<file path="src/rtl/sata_dma_fis_framer_pkg.sv">
// Shared definitions for the DMA read-side FIS framer: Data FIS header and framer states.
package sata_dma_pkg;

    localparam logic [7:0]  FIS_TYPE_DATA = 8'h46;
    localparam logic [31:0] FIS_HDR_DATA  = {24'h00_0000, FIS_TYPE_DATA};

    typedef enum logic [1:0] {
        IDLE,
        HEAD,
        DATA
    } framer_state_t;

endpackage

</file>
<file path="src/rtl/sata_dma_fis_framer_if.sv">
// Command, payload-in and framed-out streams of the DMA FIS framer.
interface sata_dma_fis_framer_if #(
    parameter int DWIDTH = 32,
    parameter int LWIDTH = 16
);
    logic [LWIDTH-1:0] cmd_len;
    logic              cmd_val;
    logic              cmd_rdy;
    logic [DWIDTH-1:0] wr_dat;
    logic              wr_val;
    logic              wr_rdy;
    logic [DWIDTH-1:0] rd_dat;
    logic              rd_val;
    logic              rd_sop;
    logic              rd_eop;
    logic              rd_rdy;
    logic              busy;

    modport master (
        output cmd_len, cmd_val, wr_dat, wr_val, rd_rdy,
        input  cmd_rdy, wr_rdy, rd_dat, rd_val, rd_sop, rd_eop, busy
    );

    modport slave (
        input  cmd_len, cmd_val, wr_dat, wr_val, rd_rdy,
        output cmd_rdy, wr_rdy, rd_dat, rd_val, rd_sop, rd_eop, busy
    );
endinterface

</file>
<file path="src/rtl/sata_dma_fis_framer.sv">
// Splits a per-command dword payload stream into SATA Data FIS frames (header + up to FISMAX dwords).
module sata_dma_fis_framer
    import sata_dma_pkg::*;
#(
    parameter int DWIDTH = 32,
    parameter int FISMAX = 2048,
    parameter int LWIDTH = 16
) (
    input  logic                 clk,
    input  logic                 reset,
    sata_dma_fis_framer_if.slave bus
);

    localparam int FWIDTH = $clog2(FISMAX) + 1;

    framer_state_t     state;
    logic [LWIDTH-1:0] rem;
    logic [FWIDTH-1:0] fcnt;
    logic [FWIDTH-1:0] fcnt_init;
    logic              ld;
    logic              wr_fire;

    assign ld          = ~bus.rd_val | bus.rd_rdy;
    assign bus.wr_rdy  = (state == DATA) & ld;
    assign wr_fire     = bus.wr_val & bus.wr_rdy;

    always_comb begin
        fcnt_init = FWIDTH'(rem);
        if (rem > LWIDTH'(FISMAX))
            fcnt_init = FWIDTH'(FISMAX);
    end

    always_ff @(posedge clk or negedge reset) begin
        if (!reset) begin
            state      <= IDLE;
            rem        <= '0;
            fcnt       <= '0;
            bus.rd_dat <= '0;
            bus.rd_val <= 1'b0;
            bus.rd_sop <= 1'b0;
            bus.rd_eop <= 1'b0;
            bus.busy   <= 1'b0;
            bus.cmd_rdy <= 1'b0;
        end else begin
            // A taken (or empty) output slot is emptied unless a new dword lands below.
            if (ld)
                bus.rd_val <= 1'b0;

            case (state)
                IDLE: begin
                    bus.cmd_rdy <= 1'b1;
                    if (bus.cmd_val && bus.cmd_rdy && (bus.cmd_len != '0)) begin
                        rem         <= bus.cmd_len;
                        state       <= HEAD;
                        bus.busy    <= 1'b1;
                        bus.cmd_rdy <= 1'b0;
                    end
                end
                HEAD: begin
                    if (ld) begin
                        bus.rd_dat <= DWIDTH'(FIS_HDR_DATA);
                        bus.rd_sop <= 1'b1;
                        bus.rd_eop <= 1'b0;
                        bus.rd_val <= 1'b1;
                        fcnt       <= fcnt_init;
                        state      <= DATA;
                    end
                end
                DATA: begin
                    if (wr_fire) begin
                        bus.rd_dat <= bus.wr_dat;
                        bus.rd_sop <= 1'b0;
                        bus.rd_eop <= (fcnt == FWIDTH'(1));
                        bus.rd_val <= 1'b1;
                        fcnt       <= fcnt - FWIDTH'(1);
                        rem        <= rem - LWIDTH'(1);
                        // End of transfer wins over end of frame, so no empty trailing header.
                        if (rem == LWIDTH'(1)) begin
                            state       <= IDLE;
                            bus.busy    <= 1'b0;
                            bus.cmd_rdy <= 1'b1;
                        end else if (fcnt == FWIDTH'(1)) begin
                            state <= HEAD;
                        end
                    end
                end
                default: state <= IDLE;
            endcase
        end
    end

endmodule

</file>
<file path="src/flat_wrapper.sv">
// flat-port wrapper written by rule: the top's interface ports become plain ports
module sata_dma_fis_framer_flat import sata_dma_pkg::*;
#(
    parameter int DWIDTH = 32,
    parameter int FISMAX = 2048,
    parameter int LWIDTH = 16
)
  (clk, reset, bus_cmd_len, bus_cmd_val, bus_wr_dat, bus_wr_val, bus_rd_rdy, bus_cmd_rdy, bus_wr_rdy, bus_rd_dat, bus_rd_val, bus_rd_sop, bus_rd_eop, bus_busy);
  sata_dma_fis_framer_if #(.DWIDTH(DWIDTH), .LWIDTH(LWIDTH)) bus_i ();
  input  logic clk;
  input  logic reset;
  input wire logic [$bits(bus_i.cmd_len)-1:0] bus_cmd_len;
  input wire logic [$bits(bus_i.cmd_val)-1:0] bus_cmd_val;
  input wire logic [$bits(bus_i.wr_dat)-1:0] bus_wr_dat;
  input wire logic [$bits(bus_i.wr_val)-1:0] bus_wr_val;
  input wire logic [$bits(bus_i.rd_rdy)-1:0] bus_rd_rdy;
  output wire logic [$bits(bus_i.cmd_rdy)-1:0] bus_cmd_rdy;
  output wire logic [$bits(bus_i.wr_rdy)-1:0] bus_wr_rdy;
  output wire logic [$bits(bus_i.rd_dat)-1:0] bus_rd_dat;
  output wire logic [$bits(bus_i.rd_val)-1:0] bus_rd_val;
  output wire logic [$bits(bus_i.rd_sop)-1:0] bus_rd_sop;
  output wire logic [$bits(bus_i.rd_eop)-1:0] bus_rd_eop;
  output wire logic [$bits(bus_i.busy)-1:0] bus_busy;
  assign bus_i.cmd_len = bus_cmd_len;
  assign bus_i.cmd_val = bus_cmd_val;
  assign bus_i.wr_dat = bus_wr_dat;
  assign bus_i.wr_val = bus_wr_val;
  assign bus_i.rd_rdy = bus_rd_rdy;
  assign bus_cmd_rdy = bus_i.cmd_rdy;
  assign bus_wr_rdy = bus_i.wr_rdy;
  assign bus_rd_dat = bus_i.rd_dat;
  assign bus_rd_val = bus_i.rd_val;
  assign bus_rd_sop = bus_i.rd_sop;
  assign bus_rd_eop = bus_i.rd_eop;
  assign bus_busy = bus_i.busy;
  sata_dma_fis_framer #(.DWIDTH(DWIDTH), .FISMAX(FISMAX), .LWIDTH(LWIDTH)) u_core (.clk(clk), .reset(reset), .bus(bus_i));
endmodule
</file>
<file path="config.mk">
export PLATFORM = sky130hd
export DESIGN_NAME = sata_dma_fis_framer_flat
export DESIGN_NICKNAME = d
export VERILOG_FILES = /design/src/rtl/sata_dma_fis_framer_pkg.sv /design/src/rtl/sata_dma_fis_framer_if.sv /design/src/rtl/sata_dma_fis_framer.sv /design/src/flat_wrapper.sv
export SDC_FILE = /design/constraint.sdc
export NUM_CORES = 1
export LEC_CHECK = 0
export CAP_MARGIN = 40
export CORE_MARGIN = 1.5
export CORE_UTILIZATION = 53
export CTS_CLUSTER_SIZE = 8
export DETAILED_ROUTE_END_ITERATION = 8
export GPL_ROUTABILITY_DRIVEN = 0
export GPL_TIMING_DRIVEN = 0
export PLACE_DENSITY = 0.95
export SLEW_MARGIN = 20
export SYNTH_ARGS = -nofsm -noshare
export SYNTH_HDL_FRONTEND = slang
export SYNTH_SLANG_ARGS = --single-unit
export TNS_END_PERCENT = 1
</file>
<file path="constraint.sdc">
create_clock -name clk -period 4.4 [get_ports clk]
set_clock_uncertainty 0.15 [all_clocks]
set_input_delay 0.88 -clock clk [delete_from_list [all_inputs] [get_ports clk]]
set_output_delay 0.88 -clock clk [all_outputs]
set_load 0.02 [all_outputs]
</file>
==> results of run 1 <==
[cell usage after synthesis, types with 3 or more instances]
cell / n / share of area [%]
ha_1: 8 / 2.7
a211oi_1: 3 / 0.62
or4_1: 7 / 1.4
and3_1: 9 / 1.5
o22ai_1: 20 / 3.4
buf_1: 3 / 0.31
inv_1: 13 / 1.3
a221o_2: 6 / 1.9
nand2b_1: 5 / 0.86
nand4_1: 6 / 1.0
nor2_1: 17 / 1.7
mux2i_1: 6 / 1.6
nor3_1: 10 / 1.4
o31ai_1: 6 / 1.2
nand3_1: 41 / 5.6
dfrtp_1: 67 / 46
a21oi_1: 19 / 2.6
a221oi_1: 3 / 0.72
clkbuf_1: 26 / 2.7
o21ai_0: 10 / 1.4
nand2_1: 84 / 8.6
or3_1: 5 / 0.86
nor4_1: 14 / 2.4
or2_2: 3 / 0.51
[per-layer routing]
| layer | wire (µm) | vias up | share of wire, % |
|---|---|---|---|
| met2 | 5607 | 218 | 51 |
| met4 | 421 | 0 | 3.8 |
| met5 | 0 | - | 0 |
| met3 | 712 | 47 | 6.5 |
| li1 | - | 1746 | - |
| met1 | 4257 | 1862 | 39 |
[kinds of logic after synthesis]
| group | after synthesis |
|---|---|
| flip-flops | 67 |
| adder cells (fa/ha/maj) | 8 |
| buffers and inverters | 47 |
| AO/OA/AOI/OAI | 88 |
| multiplexers | 7 |
| AND/OR/NAND/NOR | 208 |
[metrics by stage]
step                setup WS [ns]  cell area [µm²]  hold WS [ns]  utilization, %  power, mW
finish                     0.6901             4877        0.2334           72.59      3.822
CTS                        0.7093             4877        0.2331           72.59      3.785
detailed placement         0.9351             4677        0.3041           69.61      3.223
global route               0.5880             4877        0.2437           72.59      4.080
floorplan                   1.818             3651        0.3799               -      2.447
global placement          0.09952             4652        0.2994           69.24      3.123
[state kept, by name, summed over array words and instances (netlist names)]
| register | flops |
|---|---|
| u_core.bus.busy | 1 |
| u_core.bus.rd_eop | 1 |
| u_core.fcnt | 12 |
| u_core.bus.rd_sop | 1 |
| u_core.state | 2 |
| u_core.bus.rd_dat | 32 |
| u_core.rem | 16 |
| u_core.bus.rd_val | 1 |
| u_core.bus.cmd_rdy | 1 |
[power groups by stage]
stage,registers [mW],clock network (mW),logic [mW]
after floorplan,1.27,0,1.17
after global placement,1.13,0,2.00
after detailed placement,1.14,0,2.08
after CTS,1.14,0.538,2.11
after global routing,1.18,0.563,2.33
final,1.15,0.531,2.14
[final timing paths]
kind / end / slack (ns) / cells past startpoint
worst max-delay path: bus_wr_rdy / 0.69 / 7
worst min-delay path: u_core.bus.busy / 0.23 / 1
worst min register to register: u_core.bus.rd_dat[19] / 0.32 / 2
worst max register to register: u_core.bus.rd_dat[1] / 1.39 / 11
min in group clk: u_core.bus.rd_dat[19] / 0.32 / 2
max in group asynchronous: u_core.rem[6] / 3.34 / 2
[critical path: stages, from the launching register on]
cell and delay [ns]:
dfrtp_1 0.41, inv_1 0.12, ha_1 0.17, buf_2 0.20, clkinv_1 0.27, clkbuf_1 0.35, nor2_1 0.17, clkdlybuf4s50_1 0.61
[layout make-up]
class                   count  area [µm²]
clock inverters             7       76.32
multi-input cells         311        1784
well taps                  80       100.1
plain buffers              33       137.6
clock buffers               9       123.9
flip-flops and latches     67        1677
inverters                  14       52.55
fillers                   465        1842
repair buffers             91       925.9
==> flow_summary.yaml, run 1 <==
routing:
  vias: 3873
  routedWlPerCell_um: 17.97
  drt_iter0_drc: 465
  drt-vias-per-instance: 6.328
  drc: 0
  routed_wl_um: 11000
  drt_pass1_iterations: 5
  ant_nets: 0
power_and_ir_drop:
  powerDensity_mw_per_mm2: 783.6
  ir_drop_mv: 0.5153
  p_clk_share_pct: 13.9
  comb_power_share_pct: 56.0
  p_sw_share_pct: 48.06
  p_int_mw: 1.985
  p_leak_nw: 2.137
  pwr-share-seq_pct: 30.1
  netSwitchingPower_mw: 1.837
synthesis:
  ys_seq_area_share_pct: 45.92
  ys.flop_type: "dfrtp_1"
  synth_top_family_by_area: "simple AND/OR/NAND/NOR gates"
  synth-compound-area-share_pct: 16.69
  yosys.area_share.adder_pct: 2.742
  synth_mux_area_share_pct: 1.953
  synth_cell_types: 49
  synthesis.area_mm2: 0.003651
  synth_edf_count: 0
  synthSimpleGateAreaFrac_pct: 27.48
  syn_avg_cell_area_um2: 8.591
  synth_cells: 425
  yosys_warnings: 0
  async_reset_ff_share_pct: 100.0
  ys_seq_elements: 67
  syn-num-nets: 486
  synthXorXnorAreaFrac_pct: 0
timing:
  fin_crit_ns: 3.710
  rsz0062_at_grt: "false"
  slew_headroom_pct: 48.56
  setup_tns_ns: 0
  setup_viol: 0
  worstMarginPinSlew_ns: 0.7665
  fmax_mhz: 269.5
  post-route-period-util_pct: 84.32
  drv_slew: 0
  final-hold-violation-count: 0
global_route:
  antenna_found_initial: 0
  track_usage_pct: 31.72
  met2_usage_pct: 51.04
  busiest_layer: "met2"
  grt_pass1_wl_um: 18320
  grt_util_met3_pct: 4.812
  overflow: 0
  grt_use_met1_pct: 41.52
  grt_max_degree: 52
  grt_pass1_vias: 3743
outcome:
  outcome: "completed"
layout:
  diodes: 0
  drive_gt1_share_pct: 6.767
  area_delta_synth_final_pct: 33.58
  layout_common_cells: "89 x clkdlybuf4s50_1, 84 x nand2_1, 67 x dfrtp_1, 41 x nand3_1, 26 x clkbuf_1"
  fin_cells: 612
  fin_nets: 588
  mostFrequentLayoutCell: "clkdlybuf4s50_1"
clock_tree:
  clkTransAtPathRegs_ns: 0.09
  ctsHoldBuffers: 0
  clk-insertion-delay-late_ns: 0.36
  cts_buffers: 9
  cts-htree-levels: 3
  cts-root-buf: "clkbuf_8"
  clockBufferDepth: 2
  cts_setup_buffers: 0
  post_cts_resized: 0
  clock-sinks: 67
  tritoncts: "built"
placement:
  hpwl_um: 7701
  dp.cells: 596
  io_buffers: 90
floorplanning:
  initial_core_util_pct: 54.34
  coreArea_mm2: 0.006719
  pin_count: 91
  dieWidth_um: 86
  die_y_um: 86
  design.die.area_mm2: 0.007396
  num_rows: 30
setup_path:
  path_max_fanout: 10
  required_ns: 3.37
  r2r_start: "u_core.state[0]"
  startpoint: "u_core.state[0]"
  crit_type: "flop to output pin"
  cp-end-kind: "output pin"
  start_kind: "flop"
  crit_arrival_ns: 2.68
run:
  cap_violations: 0
worst_hold_path:
  hold_path_class: "input pin to asynchronous set/reset pin"
(Power assumes the default switching activity.)
==> run 2: changes to the inputs <==
Settings changed: CORE_UTILIZATION 53 to 50, PLACE_DENSITY 0.95 to 0.91.
Clock period 4.4 ns to 3.88 ns, I/O delays scaled along.
==> run 2 against run 1 <==
Worst hold slack worse by 0.11 ns. Utilization is 2.0 points lower. Flip-flop and latch count unchanged. Final area grew 0.44%.
==> flow_summary.yaml, run 2 (synthesis results as in run 1) <==
outcome:
  outcome: "completed"
routing:
  drt-vias-per-instance: 5.968
  vias: 3748
  routedWlPerCell_um: 16.94
  drt_iter0_drc: 340
  drc: 0
  drt_pass1_iterations: 5
  ant_nets: 0
  routed_wl_um: 10640
placement:
  io_buffers: 90
  place_area_mm2: 0.004697
  dp.cells: 612
  hpwl_um: 7571
floorplanning:
  design.die.area_mm2: 0.007823
  dieWidth_um: 88.45
  die_y_um: 88.45
  pin_count: 91
  initial_core_util_pct: 52.58
  num_rows: 30
  coreArea_mm2: 0.006944
power_and_ir_drop:
  ir_drop_mv: 0.3735
  p_leak_nw: 2.146
  powerDensity_mw_per_mm2: 880.1
layout:
  diodes: 0
  fin_cells: 628
  fin_area_mm2: 0.004898
  seq_area_mm2: 0.001677
  largest_register: "u_core.bus.rd_dat"
  mostFrequentLayoutCell: "clkdlybuf4s50_1"
  multi_input_area_mm2: 0.001784
  fillers: 524
  layout_common_cells: "89 x clkdlybuf4s50_1, 84 x nand2_1, 67 x dfrtp_1, 41 x nand3_1, 26 x clkbuf_1"
  area_delta_synth_final_pct: 34.17
  fin_nets: 588
  final_core_util_pct: 70.54
  largest_reg_flops: 32
  drive_gt1_share_pct: 6.767
  biggestRegsByFlops: "u_core.bus.rd_dat (32), u_core.rem (16), u_core.fcnt (12)"
timing:
  worstMarginPinSlew_ns: 0.7781
  final-hold-violation-count: 0
  fmax_mhz: 280.0
  drv_slew: 0
  setup_viol: 0
  fin_crit_ns: 3.571
  post-route-period-util_pct: 92.04
  setup_tns_ns: 0
  rsz0062_at_grt: "false"
  slew_headroom_pct: 47.78
setup_path:
  r2r_start: "u_core.state[0]"
  critPathSlowestCell: "clkdlybuf4s50_1"
  max_stage_delay_ns: 0.61
  crit_arrival_ns: 2.65
  ff2ff_setup_slack_ns: 0.90
  start_kind: "flop"
  reg2regPathDepth: 11
  crit_type: "flop to output pin"
  cp-end-kind: "output pin"
  crit_chain: "inv_1 -> ha_1 -> buf_2 -> clkinv_1 -> clkbuf_1 -> nor2_1 -> clkdlybuf4s50_1"
  path_max_fanout: 10
  required_ns: 2.95
  r2r-end: "u_core.bus.rd_dat[1]"
worst_hold_path:
  hold_path_class: "input pin to asynchronous set/reset pin"
global_route:
  overflow: 0
  grt_pass1_wl_um: 16990
  track_usage_pct: 28.58
  grt_pass1_vias: 3698
  grt_max_degree: 54
  antenna_found_initial: 0
run:
  cap_violations: 0
clock_tree:
  cts-root-buf: "clkbuf_8"
  cts_setup_buffers: 0
  clockBufferDepth: 2
  post_cts_resized: 0
  tritoncts: "built"
  cts_buffers: 9
  clk-insertion-delay-late_ns: 0.36
  clock-sinks: 67
  ctsHoldBuffers: 0
  clkTransAtPathRegs_ns: 0.08
  cts-htree-levels: 3
-- run 2: worst max-delay path, delay by kind of cell, from the launching register on --
kind | cells | cell delay, ns
simple gates | 1 | 0.18
buf+inv | 5 | 1.54
flops | 1 | 0.41
fa+ha+maj | 1 | 0.15
-- run 2: how the worst max path moves through the flow --
stage,startpoint,endpoint,slack (ns),depth (start not counted)
floorplan,bus_cmd_len[14],u_core.rem[15],1.40,7
global placement,reset,u_core.bus.rd_dat[7],-0.34,1
detailed placement,bus_cmd_len[11],u_core.rem[15],0.44,8
CTS,u_core.state[0],bus_wr_rdy,0.32,7
global route,u_core.state[0],bus_wr_rdy,0.18,7
finish,u_core.state[0],bus_wr_rdy,0.31,7
-- run 2: final cells by class --
class / instances / area share [%]
Buffer: 33 / 2.810
Clock buffer: 9 / 2.529
Clock inverter: 7 / 1.584
Inverter: 14 / 1.073
Multi-Input combinational cell: 311 / 36.42
Sequential cell: 67 / 34.23
Tap cell: 96 / 2.452
Timing Repair Buffer: 91 / 18.90
-- run 2: routing by layer --
metal | routed length [µm] | share of wire [%] | global-route usage [%] | vias up
met5 | 0 | 0 | 0 | -
met1 | 4349 | 41 | 36.48 | 1792
met4 | 297 | 2.8 | 14.20 | 0
met2 | 5301 | 50 | 46.70 | 179
li1 | - | - | - | 1743
met3 | 693 | 6.5 | 5.504 | 34
-- run 2: per-stage QoR --
stage	hold WS [ns]	power [mW]	setup WS, ns
floorplan	0.3304	2.775	1.402
global placement	0.2993	3.554	-0.3389
detailed placement	0.3066	3.658	0.4444
CTS	0.1296	4.283	0.3217
global route	0.1361	4.600	0.1821
finish	0.1260	4.311	0.3087
-- run 2: power by group --
part	internal [mW]	leakage [nW]	switching, mW
clock	0.302	0.105	0.299
sequential	1.01	0.842	0.291
combinational	0.939	1.20	1.47
